### config.mk
export PLATFORM = sky130hd
export DESIGN_NAME = lfsr_rand_arbiter
export DESIGN_NICKNAME = d
export VERILOG_FILES = /design/src/rtl/lfsr_rand_arbiter.sv
export SDC_FILE = /design/constraint.sdc
export NUM_CORES = 1
export LEC_CHECK = 0
export ABC_AREA = 1
export CAP_MARGIN = 20
export CORE_MARGIN = 2
export CORE_UTILIZATION = 30
export CTS_CLUSTER_SIZE = 40
export DETAILED_ROUTE_END_ITERATION = 10
export PLACE_DENSITY = 0.48
export SKIP_LAST_GASP = 1
export SLEW_MARGIN = 20
export SYNTH_ARGS = -nofsm -noshare
export SYNTH_HDL_FRONTEND = slang
export SYNTH_SLANG_ARGS = --single-unit
### constraint.sdc
create_clock -name clock -period 8.1 [get_ports clock]
set_input_delay 1.215 -clock clock [delete_from_list [all_inputs] [get_ports clock]]
set_output_delay 1.215 -clock clock [all_outputs]
set_load 0.01 [all_outputs]
### src/rtl/lfsr_rand_arbiter.sv
`default_nettype none
// ============================================================================
//  Module   : lfsr_rand_arbiter
//  Purpose  : Shares one free-running LFSR among NUM_REQ requesters. Requests
//             are served round-robin. Each served requester gets exactly one
//             value below its own bound, found by rejection sampling
//             successive LFSR outputs, with a subtract fallback after
//             MAX_TRIES samples.
//  Ports    : clock      - system clock, rising edge
//             reset      - asynchronous reset, active low
//             req        - request lines, held until the matching ack
//             bound      - per-requester exclusive upper bound, WIDTH bits each
//             lfsr_value - live LFSR output, a new value every cycle
//             ack        - one-hot, one-cycle acknowledge; rand_out valid
//             rand_out   - result; holds the last result between acks
//             grant_id   - index of the requester being served
//             busy       - high while a request is being sampled or acked
//  Revision : 1.0  initial release
// ============================================================================
module lfsr_rand_arbiter #(
    parameter int NUM_REQ   = 4,
    parameter int WIDTH     = 11,
    parameter int MAX_TRIES = 8
) (
    input  logic                         clock,
    input  logic                         reset,
    input  logic [NUM_REQ-1:0]           req,
    input  logic [NUM_REQ*WIDTH-1:0]     bound,
    input  logic [WIDTH-1:0]             lfsr_value,
    output logic [NUM_REQ-1:0]           ack,
    output logic [WIDTH-1:0]             rand_out,
    output logic [$clog2(NUM_REQ)-1:0]   grant_id,
    output logic                         busy
);

    localparam int ID_W  = $clog2(NUM_REQ);
    localparam int TRY_W = 4;

    typedef enum logic [1:0] {
        IDLE   = 2'd0,
        SAMPLE = 2'd1,
        DONE   = 2'd2
    } state_t;

    state_t            state;
    logic [ID_W-1:0]   rr_ptr;
    logic [TRY_W-1:0]  tries;
    logic [WIDTH-1:0]  bound_q;
    logic [WIDTH-1:0]  mask_q;

    // ------------------------------------------------------------------
    // Round-robin pick: first set request at or after rr_ptr, wrapping.
    // Scanning from the far end lets the nearest candidate overwrite the
    // others, so no early loop exit is needed.
    // ------------------------------------------------------------------
    logic              pick_valid;
    logic [ID_W-1:0]   pick_idx;
    logic [ID_W:0]     rr_sum;

    always_comb begin
        pick_valid = 1'b0;
        pick_idx   = '0;
        rr_sum     = '0;
        for (int k = NUM_REQ - 1; k >= 0; k--) begin
            rr_sum = {1'b0, rr_ptr} + (ID_W + 1)'(k);
            if (rr_sum >= (ID_W + 1)'(NUM_REQ)) begin
                rr_sum = rr_sum - (ID_W + 1)'(NUM_REQ);
            end
            if (req[rr_sum[ID_W-1:0]]) begin
                pick_valid = 1'b1;
                pick_idx   = rr_sum[ID_W-1:0];
            end
        end
    end

    // ------------------------------------------------------------------
    // Mask for the picked bound: smallest all-ones value >= bound-1.
    // Bounds of 0 and 1 both give a zero mask. Each mask bit is set when
    // any bit at or above it in (bound-1) is set.
    // ------------------------------------------------------------------
    logic [WIDTH-1:0]  bound_sel;
    logic [WIDTH-1:0]  bound_m1;
    logic [WIDTH-1:0]  mask_next;

    always_comb begin
        bound_sel = bound[pick_idx*WIDTH +: WIDTH];
        bound_m1  = (bound_sel == '0) ? '0 : bound_sel - 1'b1;
        mask_next = '0;
        for (int i = 0; i < WIDTH; i++) begin
            mask_next[i] = |(bound_m1 >> i);
        end
    end

    // ------------------------------------------------------------------
    // Sampling decision. A zero bound can never accept, so it takes the
    // fallback on its first sample (cand is 0 there, giving 0).
    // ------------------------------------------------------------------
    logic [WIDTH-1:0]  cand;
    logic              cand_ok;
    logic              force_fb;
    logic [ID_W-1:0]   next_ptr;

    always_comb begin
        cand     = lfsr_value & mask_q;
        cand_ok  = (cand < bound_q);
        force_fb = (bound_q == '0) || (tries == TRY_W'(MAX_TRIES - 1));
        next_ptr = (grant_id == ID_W'(NUM_REQ - 1)) ? '0 : grant_id + 1'b1;
    end

    // ------------------------------------------------------------------
    // Control FSM with registered outputs.
    // ------------------------------------------------------------------
    always_ff @(posedge clock or negedge reset) begin
        if (!reset) begin
            state    <= IDLE;
            ack      <= '0;
            rand_out <= '0;
            grant_id <= '0;
            busy     <= 1'b0;
            rr_ptr   <= '0;
            tries    <= '0;
            bound_q  <= '0;
            mask_q   <= '0;
        end else begin
            ack <= '0;
            case (state)
                IDLE: begin
                    if (pick_valid) begin
                        grant_id <= pick_idx;
                        bound_q  <= bound_sel;
                        mask_q   <= mask_next;
                        tries    <= '0;
                        busy     <= 1'b1;
                        state    <= SAMPLE;
                    end
                end
                SAMPLE: begin
                    if (!req[grant_id]) begin
                        // Requester gave up: no ack, result and pointer kept.
                        busy  <= 1'b0;
                        state <= IDLE;
                    end else if (cand_ok) begin
                        rand_out <= cand;
                        ack      <= {{(NUM_REQ-1){1'b0}}, 1'b1} << grant_id;
                        state    <= DONE;
                    end else if (force_fb) begin
                        // mask_q < 2*bound_q, so the difference is in range.
                        rand_out <= cand - bound_q;
                        ack      <= {{(NUM_REQ-1){1'b0}}, 1'b1} << grant_id;
                        state    <= DONE;
                    end else begin
                        tries <= tries + 1'b1;
                    end
                end
                DONE: begin
                    rr_ptr <= next_ptr;
                    busy   <= 1'b0;
                    state  <= IDLE;
                end
                default: begin
                    busy  <= 1'b0;
                    state <= IDLE;
                end
            endcase
        end
    end

endmodule
`default_nettype wire

==> flow_metrics.py, run 1 <==
metrics = {
    "logic_synthesis": {
        "yosysWarnings": 0,
        "synth_most_common_cell": "nand2_1",
        "syn-num-nets": 617,
        "synth_commonest_cells": "186 x nand2_1, 66 x nand3_1, 59 x inv_1",
        "synth-edff-count": 0,
        "yosysSeqAreaShare": 0.334,
        "synth_top_area_share": 0.334,
        "ys.flop_type": "dfrtp_1",
        "netlist_instances": 537,
        "ys_ff_latch": 48,
        "synth.avg_cell_area_sq_um": 6.69,
        "async_flop_share": 1.00,
        "syn_area_sq_um": 3590,
        "synth.largest_area_cell": "dfrtp_1",
        "synthDistinctLibCells": 34,
        "synth_area_leaders": "dfrtp_1 33%, nand2_1 19%, nand3_1 9.2%",
    },
    "routing": {
        "drtAntennaViolNets": 0,
        "routed.top_layer": "met4",
        "dr.pass1.iters": 5,
        "viasPerCell": 4.76,
        "wl_met1_microns": 4840,
        "route.detailed.drc": 0,
        "wl_microns": 9920,
        "met2_length_microns": 4580,
        "vias": 3576,
        "wl_met3_microns": 330,
        "wl_per_cell_microns": 13.2,
        "drt_iter0_drc": 143,
    },
    "clock_tree": {
        "cts.repair.resized": 0,
        "clk_pin_slew_ps": 70,
        "htreeDepth": 2,
        "cts_buffers": 5,
        "hold_buffers": 0,
        "cts_root_buf": "clkbuf_16",
        "clock_path_buffers": 2,
        "post_cts_buffers": 0,
        "tritoncts": "yes",
        "clk_latency_ps": 290,
        "clock_sinks": 48,
    },
    "setup_path": {
        "r2r_cells": 21,
        "end_kind": "register",
        "endpoint": "mask_q[0]",
        "cp_slowest_stage_delay_ps": 470,
        "cp_max_fo": 24,
        "rrSetupSlack_ps": 4320,
        "critPathKind": "in2reg",
        "timing.rr.end": "mask_q[0]",
        "critPathArrivalTime_ps": 4760,
        "crit_chain": "clkdlybuf4s50_1, inv_1, nand2_1, nand3_1, nand2_1, inv_2, nand2_1, nand2_1, nand2_2, nand2_1, nand3_1, nand2_1, ha_1, inv_1, nor2_1, nand3_4, nand3_1, nand2_1, nor2_2, nand3_1, nand2_1, nand2_1",
        "r2r-start": "rr_ptr[0]",
        "path_buf_inv": 4,
        "crit_family": "simple AND/OR/NAND/NOR gates",
        "path_common_cell": "nand2_1",
        "critPathSlowestCell": "nand2_1",
        "critPathLaunchType": "input port",
        "worst-endpoint-required_ps": 8280,
        "crit_cells": 22,
        "startpoint": "req[1]",
    },
    "sta": {
        "rsz0062_at_grt": "false",
        "finalCritPeriodShare": 0.565,
        "period_needed_ps": 4580,
        "slew_headroom": 0.468,
        "max_freq_mhz": 218,
        "final_hold_viol_count": 0,
        "setup_viol": 0,
        "tightest_slew_ps": 796,
        "fin_setup_tns_ps": 0,
        "slew_viol_final": 0,
        "final.setup_skew_ps": 6.79,
    },
    "floorplan": {
        "core_area_sq_um": 11600,
        "die_area_sq_um": 12900,
        "start_util": 0.311,
        "fp-row-count": 39,
        "die_x_microns": 113,
        "fp.dieH_microns": 113,
        "ios": 79,
    },
    "job": {
        "cap_violations": 0,
    },
    "placement": {
        "placed_cells": 743,
        "dp_hpwl_microns": 7920,
        "port-buffer-count": 78,
        "place_congestion": 0.873,
    },
    "global_route": {
        "antenna_found_initial": 0,
        "grt_max_degree": 49,
        "grt_pass1_vias": 3482,
        "grt_pass1_wl_microns": 16700,
        "track_usage": 0.159,
        "grt.overflow.total": 0,
    },
    "cells_and_area": {
        "drive_above_1_share": 0.0526,
        "finalNonFillerCells": 751,
        "multiInputGateArea_sq_um": 2070,
        "area_delta_synth_final_pct": 29.6,
        "finalNetCount": 687,
        "fill_cells": 1232,
        "antenna_cells": 0,
        "regArea_sq_um": 1200,
    },
    "power": {
        "power_density_nw_per_um2": 488,
        "leakagePower_uw": 0.00230,
        "p_total_uw": 2270,
        "vdd.ir_drop.worst_v": 0.000138,
    },
    "hold_path": {
        "hold_path_class": "reg2reg",
    },
    "outcome": {
        "status": "finished clean",
    },
}
per-layer routing:
layer  vias to the layer above  track usage
li1                       1863            -
met2                        84        0.263
met5                         -            0
met3                        14       0.0186
met4                         0       0.0488
met1                      1615        0.219
area by class of cell:
type	instances	area share
Clock buffer	7	0.0328
Inverter	62	0.0499
Tap cell	143	0.0384
Multi-Input combinational cell	410	0.445
Timing Repair Buffer	80	0.170
Clock inverter	1	0.00644
Sequential cell	48	0.258
power by group:
group | switching [uW] | leakage [uW] | total [uW] | internal, uW
logic | 1040 | 0.00163 | 1580 | 546
registers | 88.3 | 0.000583 | 440 | 352
clock network | 87.6 | 0.0000901 | 250 | 163
flip-flops by register name, indices dropped and copies added (netlist names):
name	count
bound_q	11
mask_q	11
rand_out	11
ack	4
tries	4
grant_id	2
rr_ptr	2
state	2
busy	1
per-stage QoR:
| step | instance area, sq um | hold slack (ps) | util | setup WS (ps) |
|---|---|---|---|---|
| after floorplan | 3590 | 449 | - | 4750 |
| after global placement | 4480 | 463 | 0.387 | 3330 |
| after detailed placement | 4480 | 467 | 0.387 | 3230 |
| after CTS | 4660 | 485 | 0.403 | 3530 |
| after global routing | 4660 | 515 | 0.403 | 3060 |
| final | 4660 | 476 | 0.403 | 3520 |
logic make-up (layout without fill, tap and decap cells):
group | count (synthesis) | count (layout) | share of synthesized area
flops | 48 | 48 | 0.334
buf+inv | 79 | 150 | 0.0891
xor+xnor | 11 | 11 | 0.0268
compound gates | 72 | 72 | 0.106
simple gates | 308 | 308 | 0.376
fa+ha+maj | 19 | 19 | 0.0682
worst min-delay path: cells and delay by family, from the launching register on:
kind | cells | cell delay, ps
AND/OR/NAND/NOR | 2 | 100
flip-flops | 1 | 340
placed cells by master (no fill, tap or decap), types with 2 or more instances in the layout:
| cell | instances |
|---|---|
| a21oi_1 | 17 |
| a31oi_1 | 3 |
| buf_4 | 2 |
| clkbuf_16 | 5 |
| clkbuf_8 | 2 |
| clkdlybuf4s50_1 | 77 |
| dfrtp_1 | 48 |
| ha_1 | 18 |
| inv_1 | 59 |
| inv_2 | 3 |
| nand2_1 | 186 |
| nand2_2 | 8 |
| nand3_1 | 66 |
| nand3_2 | 3 |
| nand3b_1 | 3 |
| nand4_1 | 2 |
| nor2_1 | 28 |
| nor2_2 | 3 |
| nor3_1 | 2 |
| nor4_1 | 3 |
| o21ai_0 | 46 |
| xnor2_1 | 6 |
| xor2_1 | 5 |
worst min-delay path by stage:
stage	startpoint	end	slack, ps	cells after the start
floorplan	mask_q[4]	mask_q[4]	450	2
global placement	rand_out[6]	rand_out[6]	460	2
detailed placement	rand_out[3]	rand_out[3]	470	2
CTS	rand_out[6]	rand_out[6]	480	2
global route	rand_out[9]	rand_out[9]	510	2
finish	rand_out[3]	rand_out[3]	480	2
No activity file was read; power rests on OpenSTA's default activity.
==> run 2: changes to the inputs <==
--- a/config.mk
+++ b/config.mk
@@ -11,7 +11,7 @@
 export CORE_UTILIZATION = 30
 export CTS_CLUSTER_SIZE = 40
 export DETAILED_ROUTE_END_ITERATION = 10
-export PLACE_DENSITY = 0.48
+export PLACE_DENSITY = 0.5
 export SKIP_LAST_GASP = 1
 export SLEW_MARGIN = 20
 export SYNTH_ARGS = -nofsm -noshare
==> constraint.sdc (replaced) <==
create_clock -name clock -period 3.7 [get_ports clock]
set_input_delay 0.555 -clock clock [delete_from_list [all_inputs] [get_ports clock]]
set_output_delay 0.555 -clock clock [all_outputs]
set_load 0.01 [all_outputs]
==> run 2 against run 1 <==
Net effect:
- sequential share of layout area down 0.19 points
- global-route usage down 0.45 points
- sequential power up 120%
- via count down 0.84%
- total power up 120%
- clock skew down 2.7 ps
- critical path depth unchanged
- first-iteration DRC count up 36%
==> flow_metrics.py, run 2 (synthesized netlist as in run 1, its figures left out) <==
metrics = {
    "sta": {
        "rsz0062_at_grt": "false",
        "max_freq_mhz": 304,
        "fin_setup_tns_ps": 0,
        "final.setup_skew_ps": 4.06,
        "final_hold_viol_count": 0,
        "finalCritPeriodShare": 0.890,
        "slew_headroom": 0.542,
        "period_needed_ps": 3290,
        "tightest_slew_ps": 688,
        "setup_viol": 0,
        "slew_viol_final": 0,
    },
    "cells_and_area": {
        "fill_cells": 1231,
        "finalNetCount": 696,
        "multiInputGateArea_sq_um": 2070,
        "reg.largest.list": "bound_q (11), mask_q (11), rand_out (11)",
        "layout_commonest_cell": "nand2_1",
        "area_delta_synth_final_pct": 30.6,
        "antenna_cells": 0,
        "final_cell_mix": "186 x nand2_1, 77 x clkdlybuf4s50_1, 66 x nand3_1, 59 x inv_1, 48 x dfrtp_1",
        "regArea_sq_um": 1200,
        "drive_above_1_share": 0.0665,
        "finalNonFillerCells": 760,
    },
    "floorplan": {
        "ios": 79,
        "core_area_sq_um": 11600,
        "die_x_microns": 113,
        "start_util": 0.311,
        "die_area_sq_um": 12900,
        "fp.dieH_microns": 113,
        "fp-row-count": 39,
    },
    "clock_tree": {
        "clk_pin_slew_ps": 70,
        "clock_path_buffers": 2,
        "clock_sinks": 48,
        "cts_root_buf": "clkbuf_16",
        "htreeDepth": 2,
        "clk_latency_ps": 290,
        "cts_buffers": 5,
        "hold_buffers": 0,
        "cts.repair.resized": 0,
        "post_cts_buffers": 0,
        "tritoncts": "yes",
    },
    "power": {
        "power_density_nw_per_um2": 1060,
        "vdd.ir_drop.worst_v": 0.000327,
        "leakagePower_uw": 0.00232,
    },
    "global_route": {
        "track_usage": 0.154,
        "grt.overflow.total": 0,
        "grt_pass1_vias": 3493,
        "antenna_found_initial": 0,
        "grt_pass1_wl_microns": 16300,
        "grt_max_degree": 38,
    },
    "routing": {
        "viasPerCell": 4.67,
        "dr.pass1.iters": 4,
        "route.detailed.drc": 0,
        "vias": 3546,
        "wl_microns": 9610,
        "drtAntennaViolNets": 0,
        "wl_per_cell_microns": 12.6,
        "drt_iter0_drc": 194,
    },
    "job": {
        "cap_violations": 0,
    },
    "setup_path": {
        "critPathArrivalTime_ps": 3480,
        "end_kind": "register",
        "worst-endpoint-required_ps": 3890,
        "critPathKind": "in2reg",
        "cp_max_fo": 17,
        "critPathLaunchType": "input port",
    },
    "outcome": {
        "status": "finished clean",
    },
    "placement": {
        "place_congestion": 0.842,
        "port-buffer-count": 78,
        "placed_cells": 752,
        "dp_hpwl_microns": 7820,
    },
    "hold_path": {
        "hold_path_class": "in2async",
    },
}
## run 2: metrics by stage
stage	total power (uW)	util	setup WS, ps	instance area (sq um)	hold slack [ps]
6_report	4990	0.406	408	4690	300
5_1_grt	5610	0.406	63.8	4690	340
4_1_cts	5050	0.406	400	4690	323
3_5_place_dp	4570	0.393	90.0	4540	465
3_3_place_gp	4540	0.393	107	4540	464
2_1_floorplan	3580	-	1010	3590	259
## run 2: final cells by class
class	count	area share
clock buffers	5	0.0267
clock inverters	3	0.00533
inverters	62	0.0496
multi-input cells	410	0.442
flip-flops and latches	48	0.256
well taps	143	0.0381
repair buffers	89	0.183
## run 2: path summary, 6_finish.rpt
check / startpoint / to / slack (ps) / cells after the start
min reg2reg: rand_out[6] / rand_out[6] / 480 / 2
min in group clock: rand_out[6] / rand_out[6] / 480 / 2
max reg2reg: rr_ptr[0] / mask_q[0] / 560 / 21
min: reset / bound_q[10] / 300 / 1
max in group asynchronous: reset / bound_q[8] / 2670 / 2
max: req[1] / mask_q[0] / 410 / 22
## run 2: critical path, stage by stage
cell and delay, ps:
clkdlybuf4s50_1 440, inv_1 80, nand2_1 80, nand3_1 150, nand2_1 80, inv_2 80, nand2_1 50, nand2_1 90
nand2_2 200, buf_4 240, nand2_1 60, nand3_1 70, nand2_1 220, nand2_1 130, nor2_2 150, nand3_4 140
nand3_1 150, nand2_1 90, nor2_2 190, nand3_1 100, nand2_1 80, nand2_1 50
## run 2: layer usage
| layer | share of wire | global-route usage | vias to the layer above |
|---|---|---|---|
| li1 | - | - | 1885 |
| met1 | 0.48 | 0.204 | 1559 |
| met2 | 0.46 | 0.260 | 89 |
| met3 | 0.035 | 0.0207 | 13 |
| met4 | 0.022 | 0.0553 | 0 |
| met5 | 0 | 0 | - |
## run 2: power by group
part,internal [uW],switching (uW)
Combinational,1300,2270
Clock,255,210
Sequential,769,187
